`config.mk`:
```
export PLATFORM = sky130hd
export DESIGN_NAME = clk_div_bank
export DESIGN_NICKNAME = d
export VERILOG_FILES = /design/src/rtl/clk_div_pkg.sv /design/src/rtl/clk_div_chan.sv /design/src/rtl/clk_div_bank.sv
export SDC_FILE = /design/constraint.sdc
export NUM_CORES = 1
export LEC_CHECK = 0
export ABC_CLOCK_PERIOD_IN_PS = 4130
export CAP_MARGIN = 20
export CELL_PAD_IN_SITES_DETAIL_PLACEMENT = 2
export CELL_PAD_IN_SITES_GLOBAL_PLACEMENT = 2
export CORE_MARGIN = 4
export CORE_UTILIZATION = 38
export CTS_CLUSTER_SIZE = 40
export DETAILED_ROUTE_END_ITERATION = 6
export GPL_ROUTABILITY_DRIVEN = 0
export PLACE_DENSITY = 0.83
export SLEW_MARGIN = 5
export SYNTH_ARGS = -nofsm -noshare
export SYNTH_HDL_FRONTEND = slang
export SYNTH_SLANG_ARGS = --single-unit
```
`constraint.sdc`:
```
create_clock -name clkin -period 4.13 [get_ports clkin]
set_input_delay 0.6195 -clock clkin [delete_from_list [all_inputs] [get_ports clkin]]
set_output_delay 0.6195 -clock clkin [all_outputs]
set_load 0.02 [all_outputs]
```
`src/rtl/clk_div_pkg.sv`:
```
// Purpose: shared constants, config payload type and high-time clamp for the
//          clk_div_bank divider bank.
package clk_div_pkg;

  localparam int unsigned CFG_W    = 16;
  localparam int unsigned DEF_DIV  = 4;
  localparam int unsigned DEF_HIGH = 2;

  // One channel's divider setting: period and high time in clkin cycles.
  typedef struct packed {
    logic [CFG_W-1:0] div;
    logic [CFG_W-1:0] high;
  } chan_cfg_t;

  // Force high time into 1..div-1 so every period has both phases.
  function automatic logic [CFG_W-1:0] clamp_high(input logic [CFG_W-1:0] div,
                                                  input logic [CFG_W-1:0] high);
    logic [CFG_W-1:0] h;
    h = high;
    if (h == '0) h = CFG_W'(1);
    if (h >= div) h = div - CFG_W'(1);
    return h;
  endfunction

endpackage

```
`src/rtl/clk_div_chan.sv`:
```
// Purpose: one divider channel with double-buffered period/high-time config.
// Ports:
//   clkin   - clock (posedge)
//   reset   - synchronous active-low reset
//   en      - run enable; low forces count, clkout and tick to 0
//   wr      - load shadow config (only asserted while pending is low)
//   wr_div  - new period, already validated (>= 2)
//   wr_high - new high time, already clamped
//   clkout  - registered divided clock
//   tick    - registered one-cycle pulse in the first cycle of each period
//   pending - shadow config waiting for the next period boundary
module clk_div_chan
  import clk_div_pkg::CFG_W;
  import clk_div_pkg::chan_cfg_t;
#(
  parameter int unsigned W        = CFG_W,
  parameter int unsigned DEF_DIV  = clk_div_pkg::DEF_DIV,
  parameter int unsigned DEF_HIGH = clk_div_pkg::DEF_HIGH
) (
  input  logic         clkin,
  input  logic         reset,
  input  logic         en,
  input  logic         wr,
  input  logic [W-1:0] wr_div,
  input  logic [W-1:0] wr_high,
  output logic         clkout,
  output logic         tick,
  output logic         pending
);

  logic [W-1:0] count_q, count_d;
  chan_cfg_t    act_q, act_d;
  chan_cfg_t    shd_q, shd_d;
  logic         pending_q, pending_d;
  logic         clkout_q, clkout_d;
  logic         tick_q, tick_d;
  logic         wrap_c;
  logic         apply_c;

  // Next-state: counter, boundary apply of the shadow config, outputs from next count.
  always_comb begin
    act_d     = act_q;
    shd_d     = shd_q;
    pending_d = pending_q;
    count_d   = count_q;
    wrap_c    = (count_q == act_q.div);
    apply_c   = pending_q && (!en || wrap_c);

    if (!en)                          count_d = '0;
    else if (count_q == '0 || wrap_c) count_d = W'(1);
    else                              count_d = count_q + W'(1);

    if (apply_c) begin
      act_d     = shd_q;
      pending_d = 1'b0;
    end

    // wr and apply never coincide: the top only writes while pending is low.
    if (wr) begin
      shd_d.div  = wr_div;
      shd_d.high = wr_high;
      pending_d  = 1'b1;
    end

    clkout_d = (count_d != '0) && (count_d <= act_d.high);
    tick_d   = (count_d == W'(1));
  end

  // State registers.
  always_ff @(posedge clkin) begin
    if (!reset) begin
      count_q   <= '0;
      act_q     <= '{div: W'(DEF_DIV), high: W'(DEF_HIGH)};
      shd_q     <= '{div: W'(DEF_DIV), high: W'(DEF_HIGH)};
      pending_q <= 1'b0;
      clkout_q  <= 1'b0;
      tick_q    <= 1'b0;
    end else begin
      count_q   <= count_d;
      act_q     <= act_d;
      shd_q     <= shd_d;
      pending_q <= pending_d;
      clkout_q  <= clkout_d;
      tick_q    <= tick_d;
    end
  end

  assign clkout  = clkout_q;
  assign tick    = tick_q;
  assign pending = pending_q;

endmodule

```
`src/rtl/clk_div_bank.sv`:
```
// Purpose: bank of NCH independent programmable clock dividers sharing one
//          config write port.
// Ports:
//   clkin     - clock (posedge)
//   reset     - synchronous active-low reset
//   ch_en     - per-channel run enable
//   cfg_valid - config write request
//   cfg_ready - combinational: addressed channel has no pending update
//   cfg_ch    - target channel
//   cfg_div   - new period
//   cfg_high  - new high time (clamped into 1..div-1)
//   cfg_err   - registered pulse: the accepted write was rejected
//   clkout    - divided clocks, registered
//   tick      - period-start strobes, registered
//   pending   - per-channel shadow config waiting to be applied
module clk_div_bank
  import clk_div_pkg::CFG_W;
  import clk_div_pkg::clamp_high;
#(
  parameter  int unsigned NCH      = 4,
  parameter  int unsigned W        = CFG_W,
  parameter  int unsigned DEF_DIV  = clk_div_pkg::DEF_DIV,
  parameter  int unsigned DEF_HIGH = clk_div_pkg::DEF_HIGH,
  localparam int unsigned CW       = (NCH > 1) ? $clog2(NCH) : 1
) (
  input  logic           clkin,
  input  logic           reset,
  input  logic [NCH-1:0] ch_en,
  input  logic           cfg_valid,
  output logic           cfg_ready,
  input  logic [CW-1:0]  cfg_ch,
  input  logic [W-1:0]   cfg_div,
  input  logic [W-1:0]   cfg_high,
  output logic           cfg_err,
  output logic [NCH-1:0] clkout,
  output logic [NCH-1:0] tick,
  output logic [NCH-1:0] pending
);

  logic           xfer_c;
  logic           bad_c;
  logic [W-1:0]   high_cl_c;
  logic [NCH-1:0] wr_c;
  logic           cfg_err_q, cfg_err_d;

  // Write decode: out-of-range channels are always ready so a bad write completes.
  always_comb begin
    cfg_ready = 1'b1;
    for (int i = 0; i < NCH; i++) begin
      if (cfg_ch == CW'(i)) cfg_ready = !pending[i];
    end
    xfer_c    = cfg_valid && cfg_ready;
    bad_c     = xfer_c && ((32'(cfg_ch) >= NCH) || (cfg_div < W'(2)));
    high_cl_c = clamp_high(cfg_div, cfg_high);
    wr_c      = '0;
    for (int i = 0; i < NCH; i++) begin
      if (xfer_c && !bad_c && (cfg_ch == CW'(i))) wr_c[i] = 1'b1;
    end
    cfg_err_d = bad_c;
  end

  // Error pulse register.
  always_ff @(posedge clkin) begin
    if (!reset) cfg_err_q <= 1'b0;
    else        cfg_err_q <= cfg_err_d;
  end

  assign cfg_err = cfg_err_q;

  for (genvar g = 0; g < NCH; g++) begin : g_ch
    clk_div_chan #(
      .W        (W),
      .DEF_DIV  (DEF_DIV),
      .DEF_HIGH (DEF_HIGH)
    ) u_chan (
      .clkin   (clkin),
      .reset   (reset),
      .en      (ch_en[g]),
      .wr      (wr_c[g]),
      .wr_div  (cfg_div),
      .wr_high (high_cl_c),
      .clkout  (clkout[g]),
      .tick    (tick[g]),
      .pending (pending[g])
    );
  end

endmodule
```
==> results of run 1 <==
path summary, 6_finish.rpt:
kind	depth (start not counted)	endpoint	slack, ns	start
hold / removal	2	g_ch[2].u_chan.shd_q[20]	0.46	g_ch[2].u_chan.shd_q[20]
setup reg to reg	14	g_ch[2].u_chan.clkout	0.16	g_ch[2].u_chan.count_q[0]
setup / recovery	14	g_ch[2].u_chan.clkout	0.16	g_ch[2].u_chan.count_q[0]
hold reg to reg	2	g_ch[2].u_chan.shd_q[20]	0.46	g_ch[2].u_chan.shd_q[20]
worst reg2reg max path, cell delays in order, from the launching register on:
cell       delay [ns]
dfxtp_2          0.48
xor2_1           0.12
nor4_1           0.41
nand4_1          0.28
nand2_1          0.23
nand2_2          0.20
mux2i_1          0.32
ha_1             0.32
a21oi_1          0.18
a21oi_1          0.10
a2111oi_1        0.41
o21bai_1         0.12
a2111oi_1        0.47
a21oi_1          0.09
nor2_1           0.17
per-stage QoR:
stage / instance area (um^2) / hold WS (ns)
final: 19300 / 0.456
after floorplan: 17000 / 0.436
after CTS: 19300 / 0.459
after global placement: 18000 / 0.443
after detailed placement: 18000 / 0.450
after global routing: 19300 / 0.474
cell usage in the layout (no fill, tap or decap), types with 6 or more instances in the layout:
cell	instances
a21o_1	6
nand2_1	212
mux2i_1	126
nor2_1	289
ha_1	89
and3_1	13
nand2b_1	7
o211ai_1	23
nand3_1	128
a311o_1	12
clkinv_2	9
nand4_1	57
xor2_1	87
nor4_1	38
dfxtp_2	9
and2_1	8
clkdlybuf4s50_1	53
dfxtp_1	324
a21oi_1	107
clkbuf_8	8
xnor2_1	50
nor3_1	50
clkbuf_16	41
o21ai_0	38
inv_1	35
a31oi_1	8
or3_1	10
buf_4	80
final cells by class:
cell class | instances | area [um^2]
clock buffer | 53 | 1150
clock inverter | 16 | 168
fill | 4785 | 24900
inverter | 36 | 140
multi-input combinational | 1468 | 9290
sequential | 333 | 6680
tap | 592 | 741
timing repair buffer | 135 | 1170
cells by family (layout without fill, tap and decap cells):
family          after synthesis  after routing  synth area share, %
flops                       333            333                 39.3
mux                         133            133                 7.88
fa+ha+maj                    89             89                 6.56
simple gates                866            866                 23.8
buf+inv                     219            240                 6.31
compound gates              243            243                 9.09
xor+xnor                    137            137                 7.07
flip-flops by register name, indices dropped and copies added, names as in the netlist:
register and flops:
g_ch.u_chan.act_q 128, g_ch.u_chan.shd_q 128, cfg_err 1, g_ch.u_chan.count_q 64, g_ch.u_chan.clkout 4, g_ch.u_chan.tick 4
g_ch.u_chan.pending 4
per-layer routing:
layer / vias to the layer above / wire (um) / track usage, %
li1: 6951 / - / -
met1: 7737 / 28100 / 35.0
met2: 418 / 32000 / 46.5
met4: 2 / 2130 / 8.22
met5: - / 13 / 0
met3: 147 / 3820 / 4.57
report_power, final:
group	switching (W)	leakage, nW	internal (W)	total [W]
Clock	0.00149	0.654	0.00214	0.00363
Sequential	0.0000535	2.70	0.00328	0.00333
Combinational	0.000432	5.07	0.000210	0.000642
Total	0.00197	8.42	0.00563	0.00760
timing repair:
item	CTS	global route
gates resized for setup	4	13
endpoints found under the setup margin	1	4
gates cloned	0	0
==> run metrics, run 1 <==
outcome=complete, no violations; Ys Warns=0; vias in the first global route=16715; top post-synthesis cells by count=dfxtp_1 (333), nor2_1 (291), nand2_1 (213); first-pass GRT wire length=102 mm; global route overflow=0; unrepaired setup endpoints after global routing=false; initial core utilization=38.4%; TritonCTS clock tree=built; CTS sink count=333; Min-Delay Path Class=reg2reg; antenna diode count=0; Async S/R FF share, synth=0%; Worst VDD drop=0.326 mV; Total Power=0.00760 W; Worst Tran Pin Value=0.793 ns; die area=48100 um^2; Post-CTS Hold Buffers=0; share of layout cells above drive strength 1=9.60%; clock latency on the worst-skew pair=0.56 ns; Final Net Count=2143; CP Capture Type=flip-flop; fin. max-slew vios=0; family with the most delay on the worst path=compound AO/OA/AOI/OAI gates; crit-path max FO=9; Synth top area share=39.3%; Worst EP arrival=4.45 ns; placed insts=2564; Ports=55; CP most frequent cell=a21oi_1; Die W=219 um; PD cells=393 nW/um^2; Crit Path Category=reg2reg; worst rel slew slack=46.7%; final cell count without fillers=2633; Site Rows=77; max capacitance violation total=0; Worst-path clk slew=0.07 ns; largest net degree at the start of global routing=84; synthesis-stage register bit count=333; f_max=252 MHz; Detailed Place HPWL=45.1 mm; Port Buffers=54; most common cell in the synthesized netlist=dfxtp_1; initial DRC count=1065; fin crit share=96.0%; register area share after synthesis=39.3%; WL per Instance=25.1 um; Area Overhead vs Synth=14.0%; Post-Syn Instances=2020; post-layout util=43.7%; CP startpoint kind=flip-flop; Final Hold Fails=0; Clock Path Buffers=3; initial antenna violation count=1; CTS buffer count=39; setup ws final=0.164 ns; GRT Util Overall=27.1%; Syn Nets=2150; final wirelength=66.1 mm; required time worst endpoint=4.62 ns; synth top area cells=dfxtp_1 (39%), mux2i_1 (7.6%), ha_1 (6.6%), nor2_1 (6.4%), nand2_1 (4.7%); # setup viols final=0; drt drc=0; syn avg cell area=8.40 um^2; antenna-violating nets left=0; core outline area=44200 um^2; vias per inst=5.79; ys flop type=dfxtp_1; Critical-path top delay cell=dfxtp_2; worst path cell trace=xor2_1, nor4_1, nand4_1, nand2_1, nand2_2, mux2i_1, ha_1, a21oi_1, a21oi_1, a2111oi_1, o21bai_1, a2111oi_1, a21oi_1, nor2_1; post-layout minimum cycle time=3.97 ns; Worst path max stage delay=0.48 ns; htree depth=2; setup_tns=0 ns; vias after detailed routing=15255; area leader, netlist=dfxtp_1; clock root cell=clkbuf_16; Setup Buffers After CTS=0; number of flops mapped to enable cells by yosys=0; drt pass-1 iters=6; Setup Slack @ Placement=0.0441 ns; Die Ht=219 um; Buf+Inv Stages, Crit Path=0; P_leak=8.42 nW; Synth Cell Area=17000 um^2; Post-Route Skew=0.0154 ns; Synth cell types=77
No activity file was read; power rests on OpenSTA's default activity.
==> inputs of run 2 (changes only) <==
--- a/config.mk
+++ b/config.mk
@@ -15,6 +15,7 @@
 export DETAILED_ROUTE_END_ITERATION = 6
 export GPL_ROUTABILITY_DRIVEN = 0
 export PLACE_DENSITY = 0.83
+export SETUP_SLACK_MARGIN = 0.3
 export SLEW_MARGIN = 5
 export SYNTH_ARGS = -nofsm -noshare
 export SYNTH_HDL_FRONTEND = slang
==> run 2 against run 1 <==
Clock skew fell by 0.00091 ns. Clock-buffer cell count did not move. Setup slack improved by 0.085 ns. Non-clock buffer count rose by 6. Die area did not move. Combinational power rose by 1%. Final cell count rose by 0.23%. Highest routed layer is now met4.
==> run metrics, run 2 (synthesis results as in run 1) <==
outcome=complete, no violations (unchanged); Die Ht=219 um (unchanged); Area Overhead vs Synth=15.0% (was 14.0%); Crit Path Category=reg2reg (unchanged); Critical-path top delay cell=a2111oi_1 (was dfxtp_2); P_int=0.00563 W (about the same); share of layout cells above drive strength 1=11.5% (was 9.60%); initial antenna violation count=0 (was 1); max capacitance violation total=0 (unchanged); Die W=219 um (unchanged); vias after detailed routing=15315 (was 15255); clock network fraction of design power=47.7% (was 47.8%); fin. max-slew vios=0 (unchanged); Regs by FF count=g_ch.u_chan.act_q: 128 flops, g_ch.u_chan.shd_q: 128 flops, g_ch.u_chan.count_q: 64 flops (unchanged); Worst-path clk slew=0.07 ns (about the same); Post-CTS Hold Buffers=0 (unchanged); Port Buffers=54 (unchanged); drt pass-1 iters=5 (was 6); Site Rows=77 (unchanged); die area=48100 um^2 (unchanged); WL per Instance=25.4 um (was 25.1 um); Final Hold Fails=0 (unchanged); first-pass GRT wire length=102 mm (about the same); setup_tns=0 ns (unchanged); Fillers=4788 (was 4785); TritonCTS clock tree=built (unchanged); CP startpoint kind=flip-flop (unchanged); Worst path max stage delay=0.49 ns (was 0.48 ns); antenna diode count=0 (unchanged); Final Net Count=2149 (was 2143); commonest non-fill, non-tap cell in the layout=dfxtp_1 (unchanged); initial core utilization=38.4% (unchanged); vias per inst=5.80 (was 5.79); Worst EP arrival=4.37 ns (was 4.45 ns); Min-Delay Path Class=reg2reg (unchanged); CP most frequent cell=a21oi_1 (unchanged); GRT Util Overall=27.2% (was 27.1%); most frequent cells in the layout=dfxtp_1 (306), nor2_1 (289), nand2_1 (209), nand3_1 (127), mux2i_1 (123) (was dfxtp_1 (324), nor2_1 (289), nand2_1 (212), nand3_1 (128), mux2i_1 (126)); final wirelength=66.9 mm (was 66.1 mm); Ports=55 (unchanged); fin crit share=94.0% (was 96.0%); drt drc=0 (unchanged); clock root cell=clkbuf_16 (unchanged); clock latency on the worst-skew pair=0.56 ns (about the same); crit-path max FO=8 (was 9); required time worst endpoint=4.62 ns (about the same); Placement Cell Area=18000 um^2 (unchanged); Worst Tran Pin Value=0.862 ns (was 0.793 ns); Logic pwr share=8.5% (was 8.4%); P_leak=8.47 nW (was 8.42 nW); initial DRC count=1159 (was 1065); Min Hold Slack=0.455 ns (was 0.456 ns); Detailed Place HPWL=45.1 mm (unchanged); PD cells=390 nW/um^2 (was 393 nW/um^2); Sw Share=25.9% (was 26.0%); global route overflow=0 (unchanged); post-layout minimum cycle time=3.88 ns (was 3.97 ns); Clock Path Buffers=3 (unchanged); antenna-violating nets left=0 (unchanged); Worst VDD drop=0.326 mV (about the same); vias in the first global route=16709 (was 16715); post-layout util=44.1% (was 43.7%); worst rel slew slack=42.4% (was 46.7%); # setup viols final=0 (unchanged); Post-Route Skew=0.0145 ns (was 0.0154 ns); unrepaired setup endpoints after global routing=true (was false); f_max=258 MHz (was 252 MHz); CP Capture Type=flip-flop (unchanged); htree depth=2 (unchanged); CTS buffer count=39 (unchanged); sequential share of power=43.8% (about the same); Final Cell Area=19500 um^2 (was 19300 um^2); largest net degree at the start of global routing=84 (unchanged); worst path cell trace=xor2_1, nor4_2, nand4_1, nand2_1, nand2_2, mux2i_2, ha_1, a21oi_1, a21oi_1, a2111oi_1, o21bai_1, a2111oi_1, a21oi_1, nor2_1 (was xor2_1, nor4_1, nand4_1, nand2_1, nand2_2, mux2i_1, ha_1, a21oi_1, a21oi_1, a2111oi_1, o21bai_1, a2111oi_1, a21oi_1, nor2_1); core outline area=44200 um^2 (unchanged); P_sw=0.00197 W (about the same); CTS sink count=333 (unchanged)
[run 2: cell types whose count changed in the layout (fill, tap and decap cells not counted), sizes merged]
cell / before / now
buf: 82 / 88
[run 2: final timing paths]
kind	startpoint	end	slack [ns]	cells after the start
max	g_ch[2].u_chan.count_q[8]	g_ch[2].u_chan.clkout	0.25	14
min	g_ch[2].u_chan.shd_q[20]	g_ch[2].u_chan.shd_q[20]	0.46	2
max reg2reg	g_ch[2].u_chan.count_q[8]	g_ch[2].u_chan.clkout	0.25	14
min reg2reg	g_ch[2].u_chan.shd_q[20]	g_ch[2].u_chan.shd_q[20]	0.46	2
[run 2: worst max-delay path, delay by kind of cell, from the launching register on]
family / cells / cell delay (ns)
AO/OA/AOI/OAI: 6 / 1.46
XOR/XNOR: 1 / 0.15
adder cells (fa/ha/maj): 1 / 0.31
flip-flops: 1 / 0.47
multiplexers: 1 / 0.30
AND/OR/NAND/NOR: 5 / 1.12
[run 2: cell type report]
class	count	area (um^2)	share of cell area, %
Clock buffer	53	1150	5.90
Clock inverter	16	168	0.859
Tap cell	592	741	3.80
Inverter	36	140	0.718
Multi-Input combinational cell	1468	9390	48.1
Timing Repair Buffer	141	1220	6.25
Sequential cell	333	6700	34.3
[run 2: per-layer routing]
metal  vias to the layer above  wire, um  global-route usage [%]
li1                       6962         -                       -
met1                      7758     28700                    34.9
met2                       453     32600                    46.6
met3                       142      3640                    4.69
met4                         0      2040                    8.28
met5                         -         0                       0
[run 2: through the flow]
step	setup slack, ns	total power (W)	cells
after floorplan	0.645	0.00372	2020
after global placement	0.311	0.00397	2563
after detailed placement	0.0441	0.00401	2564
after CTS	0.103	0.00764	2633
after global routing	0.0880	0.00785	2639
final	0.249	0.00760	2639
[run 2: power by group through the flow]
| stage | logic, W | registers (W) | clock network, W |
|---|---|---|---|
| 3_5_place_dp | 0.000608 | 0.00340 | 0 |
| 3_3_place_gp | 0.000578 | 0.00339 | 0 |
| 5_1_grt | 0.000686 | 0.00333 | 0.00383 |
| 6_report | 0.000649 | 0.00333 | 0.00362 |
| 4_1_cts | 0.000627 | 0.00333 | 0.00368 |
| 2_1_floorplan | 0.000348 | 0.00337 | 0 |
[run 2: timing repair]
action,in CTS,in global routing
setup buffers,0,6
pin swaps,0,3
setup endpoints to repair,3,4
gates resized for setup,8,50
==> inputs of run 3 (changes only) <==
--- a/config.mk
+++ b/config.mk
@@ -5,18 +5,18 @@
 export SDC_FILE = /design/constraint.sdc
 export NUM_CORES = 1
 export LEC_CHECK = 0
+export ABC_AREA = 1
 export ABC_CLOCK_PERIOD_IN_PS = 4130
 export CAP_MARGIN = 20
 export CELL_PAD_IN_SITES_DETAIL_PLACEMENT = 2
 export CELL_PAD_IN_SITES_GLOBAL_PLACEMENT = 2
-export CORE_MARGIN = 4
-export CORE_UTILIZATION = 38
+export CORE_MARGIN = 2
+export CORE_UTILIZATION = 35
 export CTS_CLUSTER_SIZE = 40
 export DETAILED_ROUTE_END_ITERATION = 6
 export GPL_ROUTABILITY_DRIVEN = 0
-export PLACE_DENSITY = 0.83
+export PLACE_DENSITY = 0.82
 export SETUP_SLACK_MARGIN = 0.3
-export SLEW_MARGIN = 5
 export SYNTH_ARGS = -nofsm -noshare
 export SYNTH_HDL_FRONTEND = slang
 export SYNTH_SLANG_ARGS = --single-unit
==> run 3 against run 2 <==
Register-to-register slack gained 0.35 ns. Die area grew 8.3%. Setup slack gained 0.35 ns. Core utilization shrank 3.8 points. Wire length grew 0.49%. Sequential cell count is the same. Combinational power grew 27%. Clock skew shrank 0.0043 ns. Global-route usage shrank 1.5 points. Critical path type unchanged. Critical endpoint is now g_ch[0].u_chan.clkout.
==> run metrics, run 3 <==
first-pass GRT wire length=106 mm (was 102 mm); initial antenna violation count=4 (was 0); unrepaired setup endpoints after global routing=true (unchanged); area leader, netlist=dfxtp_1 (unchanged); Min-Delay Path Class=reg2reg (unchanged); TritonCTS clock tree=built (unchanged); drt pass-1 iters=5 (unchanged); Worst EP arrival=4.04 ns (was 4.37 ns); drt drc=0 (unchanged); Die W=228 um (was 219 um); worst rel slew slack=25.7% (was 42.4%); Worst setup endpoint=g_ch[0].u_chan.clkout (was g_ch[2].u_chan.clkout); number of flops mapped to enable cells by yosys=0 (unchanged); reg2reg end=g_ch[0].u_chan.clkout (was g_ch[2].u_chan.clkout); vias after detailed routing=16998 (was 15315); worst path cell trace=inv_2, nand2_1, nand2_1, nor2_1, nand2_1, nor2_2, nand2_4, nand2_4, nand2_4, inv_6, nand2_1, o21ai_0, ha_1, nand2_1, inv_1, o21ai_0, nand2_1, a21oi_1, nand2_1, nand2_1, nand2_1, nor2_1 (was xor2_1, nor4_2, nand4_1, nand2_1, nand2_2, mux2i_2, ha_1, a21oi_1, a21oi_1, a2111oi_1, o21bai_1, a2111oi_1, a21oi_1, nor2_1); fin crit share=85.6% (was 94.0%); CTS sink count=333 (unchanged); share of layout cells above drive strength 1=8.62% (was 11.5%); P_leak=9.42 nW (was 8.47 nW); Critical-path top delay cell=dfxtp_1 (was a2111oi_1); vias per inst=5.19 (was 5.80); clock latency on the worst-skew pair=0.58 ns (was 0.56 ns); Fillers=5936 (was 4788); Worst setup startpoint=g_ch[0].u_chan.count_q[0] (was g_ch[2].u_chan.count_q[8]); Crit Path Category=reg2reg (unchanged); required time worst endpoint=4.63 ns (was 4.62 ns); GRT Util Overall=25.7% (was 27.2%); max capacitance violation total=0 (unchanged); initial core utilization=35.3% (was 38.4%); Regs by FF count=g_ch.u_chan.act_q: 128 flops, g_ch.u_chan.shd_q: 128 flops, g_ch.u_chan.count_q: 64 flops (unchanged); Post-Syn Instances=2561 (was 2020); top post-synthesis cells by count=nand2_1 (543), inv_1 (342), dfxtp_1 (333) (was dfxtp_1 (333), nor2_1 (291), nand2_1 (213)); CP Capture Type=flip-flop (unchanged); outcome=complete, no violations (unchanged); CP startpoint kind=flip-flop (unchanged); f_max=283 MHz (was 258 MHz); Worst VDD drop=0.322 mV (was 0.326 mV); Synth Cell Area=17600 um^2 (was 17000 um^2); synth top area cells=dfxtp_1 (38%), nand2_1 (12%), inv_1 (7.3%), nor2_1 (6.6%), a21oi_1 (6.6%) (was dfxtp_1 (39%), mux2i_1 (7.6%), ha_1 (6.6%), nor2_1 (6.4%), nand2_1 (4.7%)); final wirelength=67.3 mm (was 66.9 mm); Final Net Count=2697 (was 2149); setup_tns=0 ns (unchanged); crit-path max FO=35 (was 8); htree depth=2 (unchanged); Die Ht=228 um (was 219 um); most common cell in the synthesized netlist=nand2_1 (was dfxtp_1); vias in the first global route=18715 (was 16709); most frequent cells in the layout=nand2_1 (543), inv_1 (342), dfxtp_1 (333), nor2_1 (309), a21oi_1 (231) (was dfxtp_1 (306), nor2_1 (289), nand2_1 (209), nand3_1 (127), mux2i_1 (123)); Detailed Place HPWL=48.5 mm (was 45.1 mm); Final Hold Fails=0 (unchanged); post-layout minimum cycle time=3.53 ns (was 3.88 ns); Ys Warns=0 (unchanged); Synth top area share=37.9% (was 39.3%); commonest non-fill, non-tap cell in the layout=nand2_1 (was dfxtp_1); core outline area=49900 um^2 (was 44200 um^2); Area Overhead vs Synth=14.1% (was 15.0%); reg2reg start=g_ch[0].u_chan.count_q[0] (was g_ch[2].u_chan.count_q[8]); WL per Instance=20.5 um (was 25.4 um); CTS buffer count=42 (was 39); ys flop type=dfxtp_1 (unchanged); syn avg cell area=6.87 um^2 (was 8.40 um^2); Ports=55 (unchanged); Min Hold Slack=0.474 ns (was 0.455 ns); antenna-violating nets left=0 (unchanged); Async S/R FF share, synth=0% (unchanged); Worst-path clk slew=0.06 ns (was 0.07 ns); PD cells=411 nW/um^2 (was 390 nW/um^2); synthesis-stage register bit count=333 (unchanged); Post-Route Skew=0.0102 ns (was 0.0145 ns); R2R cell count=22 (was 14); die area=52100 um^2 (was 48100 um^2); Port Buffers=54 (unchanged); CP most frequent cell=nand2_1 (was a21oi_1); largest net degree at the start of global routing=104 (was 84); # setup viols final=0 (unchanged); R2R Setup Slk=0.60 ns (was 0.25 ns); register area share after synthesis=37.9% (was 39.3%); initial DRC count=797 (was 1159); fin. max-slew vios=0 (unchanged); clock root cell=clkbuf_16 (unchanged); Clock Path Buffers=3 (unchanged); Worst path max stage delay=0.54 ns (was 0.49 ns); Synth cell types=42 (was 77); Worst Tran Pin Value=1.10 ns (was 0.862 ns); global route overflow=0 (unchanged); Syn Nets=2691 (was 2150); Site Rows=82 (was 77)
-- run 3: cell count changes after synthesis, sizes merged, moves of 39 or more --
| cell | before | now |
|---|---|---|
| o21ai | 38 | 250 |
| inv | 36 | 369 |
| mux2i | 128 | 4 |
| xor2 | 87 | 40 |
| a21oi | 107 | 231 |
| nor4 | 43 | 4 |
| nand2 | 213 | 563 |
| clkbuf | 109 | 63 |
| xnor2 | 50 | 0 |
| nand3 | 129 | 77 |
-- run 3: power by group --
part | internal, W | total, W | switching, W
Clock | 0.00253 | 0.00406 | 0.00152
Combinational | 0.000246 | 0.000822 | 0.000577
Sequential | 0.00333 | 0.00339 | 0.0000584
Total | 0.00610 | 0.00826 | 0.00216
-- run 3: timing repair --
action	in CTS	in global routing
resized for setup	0	3
hold buffers	0	0
buffers inserted	0	0
setup endpoints to repair	0	3
-- run 3: worst min path at each step --
stage / startpoint / endpoint / slack (ns) / cells past startpoint
3_5_place_dp: g_ch[0].u_chan.shd_q[18] / g_ch[0].u_chan.act_q[18] / 0.46 / 2
6_report: g_ch[3].u_chan.act_q[21] / g_ch[3].u_chan.act_q[21] / 0.47 / 2
5_1_grt: g_ch[0].u_chan.act_q[20] / g_ch[0].u_chan.act_q[20] / 0.50 / 2
4_1_cts: g_ch[3].u_chan.act_q[21] / g_ch[3].u_chan.act_q[21] / 0.48 / 2
3_3_place_gp: g_ch[0].u_chan.shd_q[18] / g_ch[0].u_chan.act_q[18] / 0.45 / 2
2_1_floorplan: g_ch[0].u_chan.shd_q[18] / g_ch[0].u_chan.act_q[18] / 0.43 / 2
-- run 3: area by class of cell --
cell class / instances / area, um^2 / area share, %
multi-input cells: 1721 / 8790 / 43.8
flip-flops and latches: 333 / 6670 / 33.2
diodes: 3 / 7.51 / 0.0374
well taps: 672 / 841 / 4.19
clock inverters: 16 / 235 / 1.17
clock buffers: 61 / 1290 / 6.40
repair buffers: 93 / 831 / 4.14
inverters: 376 / 1430 / 7.10
-- run 3: critical path, delay by kind of cell, from the launching register on --
kind / cells / cell delay, ns
AND/OR/NAND/NOR: 15 / 1.67
adder cells (fa/ha/maj): 1 / 0.30
AO/OA/AOI/OAI: 3 / 0.44
buffers and inverters: 3 / 0.46
flip-flops: 1 / 0.54
-- run 3: metrics by stage --
stage / area (um^2) / utilization, % / total power [W] / setup WS, ns / instances
final: 20100 / 40.3 / 0.00826 / 0.595 / 3275
after global routing: 20100 / 40.3 / 0.00856 / 0.250 / 3274
after CTS: 20100 / 40.3 / 0.00834 / 0.501 / 3272
after detailed placement: 18600 / 37.2 / 0.00426 / 0.419 / 3195
after global placement: 18600 / 37.2 / 0.00421 / 0.513 / 3195
after floorplan: 17600 / - / 0.00393 / 1.73 / 2561
-- run 3: kinds of logic after synthesis --
logic type      after synthesis  synth area share [%]
compound gates              500                  15.3
xor+xnor                     40                  1.99
fa+ha+maj                    89                  6.33
buf+inv                     507                  12.2
flops                       333                  37.9
mux                           4                 0.227
simple gates               1088                  26.1
-- run 3: routing by layer --
layer	routed length (um)	track usage [%]	up-vias
met1	28600	30.5	8437
met5	13	0	-
met2	33700	46.0	268
met3	2660	4.40	123
li1	-	-	8168
met4	2330	10.0	2
